`config.mk`:
```
export PLATFORM = sky130hd
export DESIGN_NAME = mult_div_unit
export DESIGN_NICKNAME = d
export VERILOG_FILES = /design/src/rtl/mult_div_unit.sv
export SDC_FILE = /design/constraint.sdc
export NUM_CORES = 1
export LEC_CHECK = 0
export ABC_AREA = 0
export BUFFER_PORTS_ARGS = -buffer_cell sky130_fd_sc_hd__buf_2
export CAP_MARGIN = 10
export CORE_UTILIZATION = 60
export DETAILED_ROUTE_END_ITERATION = 7
export GPL_TIMING_DRIVEN = 0
export PLACE_DENSITY = 0.84
export SYNTH_ARGS = -nofsm -noshare
export SYNTH_HDL_FRONTEND = slang
export SYNTH_SLANG_ARGS = --single-unit
```
`constraint.sdc`:
```
create_clock -name iCLK -period 4.4 [get_ports iCLK]
set_input_delay 0.66 -clock iCLK [delete_from_list [all_inputs] [get_ports iCLK]]
set_output_delay 0.66 -clock iCLK [all_outputs]
set_load 0.01 [all_outputs]
```
`src/rtl/mult_div_unit.sv`:
```
// Iterative multiply/divide unit owning the HI/LO pair (MULT, MULTU, DIV, DIVU, MTHI/MTLO).
// Define MDU_FAST_MULT_EN to replace the iterative multiply with a single-cycle product.
module mult_div_unit #(
    parameter int WIDTH = 32,
    parameter int CNTW  = 6
) (
    input  logic             iCLK,
    input  logic             iRSTn,
    input  logic             iStart,
    input  logic [1:0]       iOp,
    input  logic [WIDTH-1:0] iA,
    input  logic [WIDTH-1:0] iB,
    input  logic             iWrHi,
    input  logic             iWrLo,
    input  logic [WIDTH-1:0] iWrData,
    output logic [WIDTH-1:0] oHi,
    output logic [WIDTH-1:0] oLo,
    output logic             oBusy,
    output logic             oDone,
    output logic             oDivZero
);

    localparam logic [1:0] S_IDLE = 2'd0;
    localparam logic [1:0] S_CALC = 2'd1;
    localparam logic [1:0] S_FIX  = 2'd2;

    localparam logic [CNTW-1:0] LAST_CNT = CNTW'(WIDTH - 1);

`ifdef MDU_FAST_MULT_EN
    localparam bit FAST_MULT = 1'b1;
`else
    localparam bit FAST_MULT = 1'b0;
`endif

    function automatic logic [WIDTH-1:0] cond_neg_w(input logic [WIDTH-1:0] v, input logic neg);
        return neg ? -v : v;
    endfunction

    function automatic logic [2*WIDTH-1:0] cond_neg_d(input logic [2*WIDTH-1:0] v, input logic neg);
        return neg ? -v : v;
    endfunction

    logic [1:0]       state;
    logic [CNTW-1:0]  cnt;
    logic             op_div;
    logic             sign_a;
    logic             sign_b;
    logic             div_zero;
    logic [WIDTH-1:0] opnd;      // multiplicand or divisor magnitude
    logic [WIDTH:0]   acc_hi;    // product high word / remainder with borrow guard
    logic [WIDTH-1:0] acc_lo;    // multiplier shifting out / quotient shifting in
    logic [WIDTH-1:0] hi;
    logic [WIDTH-1:0] lo;
    logic             done;
    logic             dz_pulse;

    logic signed [WIDTH-1:0] a_s;
    logic signed [WIDTH-1:0] b_s;
    logic                    op_signed;
    logic                    neg_a;
    logic                    neg_b;
    logic [WIDTH-1:0]        abs_a;
    logic [WIDTH-1:0]        abs_b;
    logic                    start_dz;
    logic                    skip_calc;

    assign a_s       = iA;
    assign b_s       = iB;
    assign op_signed = ~iOp[0];
    assign neg_a     = op_signed & (a_s < 0);
    assign neg_b     = op_signed & (b_s < 0);
    assign abs_a     = cond_neg_w(iA, neg_a);
    assign abs_b     = cond_neg_w(iB, neg_b);
    assign start_dz  = iOp[1] && (iB == '0);
    assign skip_calc = start_dz || (FAST_MULT && !iOp[1]);

    // One iteration: shift-add for multiply, restoring shift-subtract for divide
    logic [WIDTH:0]   mul_sum;
    logic [WIDTH:0]   div_shift;
    logic [WIDTH:0]   div_diff;
    logic [WIDTH:0]   calc_hi;
    logic [WIDTH-1:0] calc_lo;

    always_comb begin
        mul_sum   = acc_hi + (acc_lo[0] ? {1'b0, opnd} : '0);
        div_shift = {acc_hi[WIDTH-1:0], acc_lo[WIDTH-1]};
        div_diff  = div_shift - {1'b0, opnd};
        calc_hi   = acc_hi;
        calc_lo   = acc_lo;
        if (op_div) begin
            if (div_diff[WIDTH]) begin
                calc_hi = div_shift;
                calc_lo = {acc_lo[WIDTH-2:0], 1'b0};
            end else begin
                calc_hi = div_diff;
                calc_lo = {acc_lo[WIDTH-2:0], 1'b1};
            end
        end else begin
            calc_hi = {1'b0, mul_sum[WIDTH:1]};
            calc_lo = {mul_sum[0], acc_lo[WIDTH-1:1]};
        end
    end

    logic [2*WIDTH-1:0] mul_raw;
`ifdef MDU_FAST_MULT_EN
    assign mul_raw = {{WIDTH{1'b0}}, opnd} * {{WIDTH{1'b0}}, acc_lo};
`else
    assign mul_raw = {acc_hi[WIDTH-1:0], acc_lo};
`endif

    // Sign correction applied on the FIX edge
    logic [2*WIDTH-1:0] prod_fix;
    logic [WIDTH-1:0]   quot_fix;
    logic [WIDTH-1:0]   rem_fix;

    assign prod_fix = cond_neg_d(mul_raw, sign_a ^ sign_b);
    assign quot_fix = cond_neg_w(acc_lo, sign_a ^ sign_b);
    assign rem_fix  = cond_neg_w(acc_hi[WIDTH-1:0], sign_a);

    always_ff @(posedge iCLK) begin
        if (!iRSTn) begin
            state    <= S_IDLE;
            cnt      <= '0;
            op_div   <= 1'b0;
            sign_a   <= 1'b0;
            sign_b   <= 1'b0;
            div_zero <= 1'b0;
            opnd     <= '0;
            acc_hi   <= '0;
            acc_lo   <= '0;
            hi       <= '0;
            lo       <= '0;
            done     <= 1'b0;
            dz_pulse <= 1'b0;
        end else begin
            done     <= 1'b0;
            dz_pulse <= 1'b0;
            case (state)
                S_IDLE: begin
                    if (iWrHi) hi <= iWrData;
                    if (iWrLo) lo <= iWrData;
                    if (iStart) begin
                        op_div   <= iOp[1];
                        sign_a   <= neg_a;
                        sign_b   <= neg_b;
                        div_zero <= start_dz;
                        cnt      <= '0;
                        acc_hi   <= '0;
                        if (iOp[1]) begin
                            opnd   <= abs_b;
                            acc_lo <= abs_a;
                        end else begin
                            opnd   <= abs_a;
                            acc_lo <= abs_b;
                        end
                        state <= skip_calc ? S_FIX : S_CALC;
                    end
                end
                S_CALC: begin
                    acc_hi <= calc_hi;
                    acc_lo <= calc_lo;
                    cnt    <= cnt + 1'b1;
                    if (cnt == LAST_CNT) state <= S_FIX;
                end
                S_FIX: begin
                    state <= S_IDLE;
                    done  <= 1'b1;
                    if (div_zero) begin
                        dz_pulse <= 1'b1;
                    end else if (op_div) begin
                        lo <= quot_fix;
                        hi <= rem_fix;
                    end else begin
                        hi <= prod_fix[2*WIDTH-1:WIDTH];
                        lo <= prod_fix[WIDTH-1:0];
                    end
                end
                default: state <= S_IDLE;
            endcase
        end
    end

    assign oHi      = hi;
    assign oLo      = lo;
    assign oBusy    = (state != S_IDLE);
    assign oDone    = done;
    assign oDivZero = dz_pulse;

endmodule

```
==> impl_metrics.py <==
metrics = {
    "run_status": {
        "run_status": "complete, but fails checks",
        "violations": "design-rule violations",
    },
    "cts": {
        "cts_hold_buf": 0,
        "cts_buffers": 17,
        "cts_root_buf": "clkbuf_16",
        "cts_sinks": 175,
        "clockBufferDepth": 2,
        "cts_tree": "built",
        "post-cts-setup-buffer-count": 0,
        "clkTransAtPathRegs_ns": 0.09,
        "clk_latency_ns": 0.47,
        "htreeDepth": 4,
    },
    "worst_setup_path": {
        "cp_num_buf_inv": 2,
        "r2r-end": "acc_hi[9]",
        "r2r_cells": 18,
        "critical_path.top_delay_family": "compound AO/OA/AOI/OAI gates",
        "critical_path_required_ns": 4.79,
        "crit_chain": "ha_1, clkbuf_1, a21oi_1, o21ai_0, o22ai_1, a2bb2oi_1, nand4_1, o211ai_1, nor2b_1, o21ai_1, nand2b_1, ha_4, clkinvlp_4, nor3_1, a21oi_1, o21ai_0, a22oi_1, nor2_1",
        "start_kind": "flop",
        "arrival_ns": 4.70,
        "path_depth": 18,
        "r2r-start": "acc_hi[16]",
        "cp-startpoint": "acc_hi[16]",
        "end_kind": "flop",
        "crit_slowest_cell": "dfxtp_2",
        "critPathKind": "reg -> reg",
        "cp_max_fo": 8,
        "r2r_slack_ns": 0.09,
        "cpPeakStageDelay_ns": 0.47,
        "cp-endpoint": "acc_hi[9]",
    },
    "place": {
        "hpwl_microns": 44900,
        "gp_congestion": 1.023,
        "portBuffers": 168,
        "dp.cells": 2504,
        "dpl_cell_area_sq_mm": 0.01596,
    },
    "yosys": {
        "async_flop_share": 0,
        "synth_flop_cell": "dfxtp_1",
        "syn-num-nets": 2192,
        "synth_area_leaders": "dfxtp_1, a21oi_1, nor2_1",
        "synth_top_family_by_area": "compound AO/OA/AOI/OAI gates",
        "yosys.area.top_type": "dfxtp_1",
        "synth-compound-area-share": 0.2880,
        "synthCells": 2017,
        "yosys.area_share.simple": 0.2095,
        "synth_xor_area_frac": 0.1023,
        "yosys.area_share.adder": 0.06222,
        "synth_edf_count": 0,
        "ys_warn_count": 0,
        "seq_area_frac_synth": 0.2380,
        "ys_types": 92,
        "syn_area_sq_mm": 0.01472,
        "synth_top_cell_area_share": 0.2380,
        "muxShareOfSynthArea": 0.03791,
        "syn_avg_cell_area_sq_um": 7.298,
        "ys_ff_latch": 175,
    },
    "detailed_routing": {
        "vias": 16940,
        "drtPass1Iterations": 8,
        "route.detailed.drc": 10,
        "drt-initial-drc-count": 2459,
        "vias_per_cell": 6.680,
        "wire_per_inst_microns": 22.71,
        "route.antenna.remaining_nets": 0,
        "routed_wl_microns": 57600,
    },
    "grt": {
        "grt_pass1_wl_microns": 88180,
        "grt_start_max_net_pins": 23,
        "antenna_found_initial": 2,
        "grt_remaining_overflow": 0,
        "grt_pass1_vias": 15620,
        "grtUsageTotal": 0.4643,
    },
    "floorplan": {
        "initial_core_util": 0.6197,
        "die_x_microns": 158.6,
        "rows": 56,
        "core_sq_mm": 0.02375,
        "io_pins": 170,
        "die_h_microns": 158.6,
        "dieArea_sq_mm": 0.02517,
    },
    "min_path": {
        "hold_class": "reg -> reg",
    },
    "power_and_ir_drop": {
        "p_total_mw": 5.359,
        "powerDensity_mw_per_mm2": 321.4,
        "power_leakage_nw": 7.049,
        "vdd_ir_drop_max_mv": 0.3187,
    },
    "sta": {
        "finalCritPeriodShare": 0.9789,
        "hold_viol": 0,
        "finalMaxSlewViolations": 0,
        "fmax_mhz": 232.2,
        "rsz0062_at_grt": "no",
        "fin_skew_ns": 0.02290,
        "tightest_slew_ns": 1.055,
        "fin_crit_ns": 4.307,
        "relSlewSlack": 0.2942,
        "setup_viol": 0,
    },
    "final_layout": {
        "layout.nets": 2377,
        "final_design_area_no_fill_sq_mm": 0.01667,
        "final-instance-count-excl-fill": 2536,
        "final_common_cell": "nor2_1",
        "area_growth_pct": 13.28,
        "final_cell_mix": "nor2_1, a21oi_1, nand2_1",
        "layout-drive-gt1-share": 0.1273,
    },
    "run": {
        "drv_cap": 0,
    },
}
## per-stage QoR
step           setup TNS [ns]  worst slack, ns  hold slack, ns    util
2_1_floorplan               0           0.5749          0.4319       -
3_3_place_gp           -23.92           -1.078          0.4299  0.6719
3_5_place_dp           -23.30           -1.054          0.4414  0.6719
4_1_cts                     0          0.02320          0.4608  0.6996
5_1_grt                     0        0.0001954          0.4828  0.7018
6_report                    0          0.09303          0.4570  0.7020
## logic make-up (layout without fill, tap and decap cells)
| logic type | count (synthesis) | count (layout) |
|---|---|---|
| AOI/OAI and AO/OA | 679 | 679 |
| and+or+nand+nor | 659 | 659 |
| buffers and inverters | 206 | 404 |
| DFF | 175 | 175 |
| xor gates and xnor gates | 172 | 172 |
| adders and majority gates | 72 | 72 |
| muxes | 54 | 54 |
| other | 0 | 2 |
## worst min-delay path by stage
| stage | start | end | slack, ns | cells past startpoint |
|---|---|---|---|---|
| after floorplan | opnd[11] | opnd[11] | 0.43 | 2 |
| after global placement | oHi[13] | oHi[13] | 0.43 | 2 |
| after detailed placement | oHi[29] | oHi[29] | 0.44 | 2 |
| after CTS | oHi[19] | oHi[19] | 0.46 | 2 |
| after global routing | iWrData[7] | oHi[7] | 0.48 | 3 |
| final | oHi[29] | oHi[29] | 0.46 | 2 |
## worst reg2reg max path, cell delays in order, from the launching register on
cell and delay, ns:
dfxtp_2 0.47, ha_1 0.27, clkbuf_1 0.19, a21oi_1 0.33
o21ai_0 0.12, o22ai_1 0.22, a2bb2oi_1 0.41, nand4_1 0.14
o211ai_1 0.17, nor2b_1 0.08, o21ai_1 0.15, nand2b_1 0.12
ha_4 0.39, clkinvlp_4 0.28, nor3_1 0.25, a21oi_1 0.06
o21ai_0 0.34, a22oi_1 0.13, nor2_1 0.11
## cells in the mapped netlist (6+ instances only)
library cell / count
nor3_1: 37
a21o_1: 39
ha_1: 70
a21oi_1: 220
a211oi_1: 55
xor2_1: 77
o21ai_1: 9
a211o_1: 8
inv_1: 71
nor4_1: 12
o31ai_1: 32
mux2i_1: 40
a22o_1: 6
xnor2_1: 95
a311oi_1: 12
nand4_1: 10
nand2b_1: 15
nor2b_1: 14
buf_1: 6
nand3_1: 29
a22oi_1: 14
nor2_1: 253
clkbuf_1: 112
nand2_1: 200
mux2_2: 14
o22ai_1: 7
or3_1: 9
and3_1: 11
or4_1: 11
o21a_1: 11
dfxtp_1: 175
a31oi_1: 30
o21ai_0: 144
o211ai_1: 41
o31a_1: 6
o21bai_1: 8
or2_2: 6
and2_1: 8
## power breakdown
part	internal [mW]	switching, mW
Combinational	0.662	1.18
Sequential	1.71	0.147
Clock	0.798	0.860
## final cells by class
cell class	count	area [sq um]
Sequential cell	175	3515
Antenna cell	2	5.005
Clock buffer	17	425.4
Inverter	73	277.8
Tap cell	319	399.1
Clock inverter	15	219.0
Timing Repair Buffer	168	840.8
Buffer	131	640.6
Fill cell	2010	7078
Multi-Input combinational cell	1636	10350
## state kept, by name (all words and copies together), names as in the netlist, 2 cells and up
register / flops
state: 2
opnd: 32
oHi: 32
acc_lo: 32
oLo: 32
acc_hi: 33
cnt: 6
## what timing repair did
| item | CTS | global route |
|---|---|---|
| cloned | 0 | 0 |
| endpoints found under the setup margin | 33 | 33 |
| resized for setup | 8 | 20 |
| pin swaps | 0 | 2 |
## per-layer routing
layer / wire [microns] / global-route usage
met3: 8065 / 0.1500
met2: 23550 / 0.6698
met4: 3441 / 0.2738
met1: 22550 / 0.6006
met5: 0 / 0
Note: power is estimated with default switching activity, not from simulation.
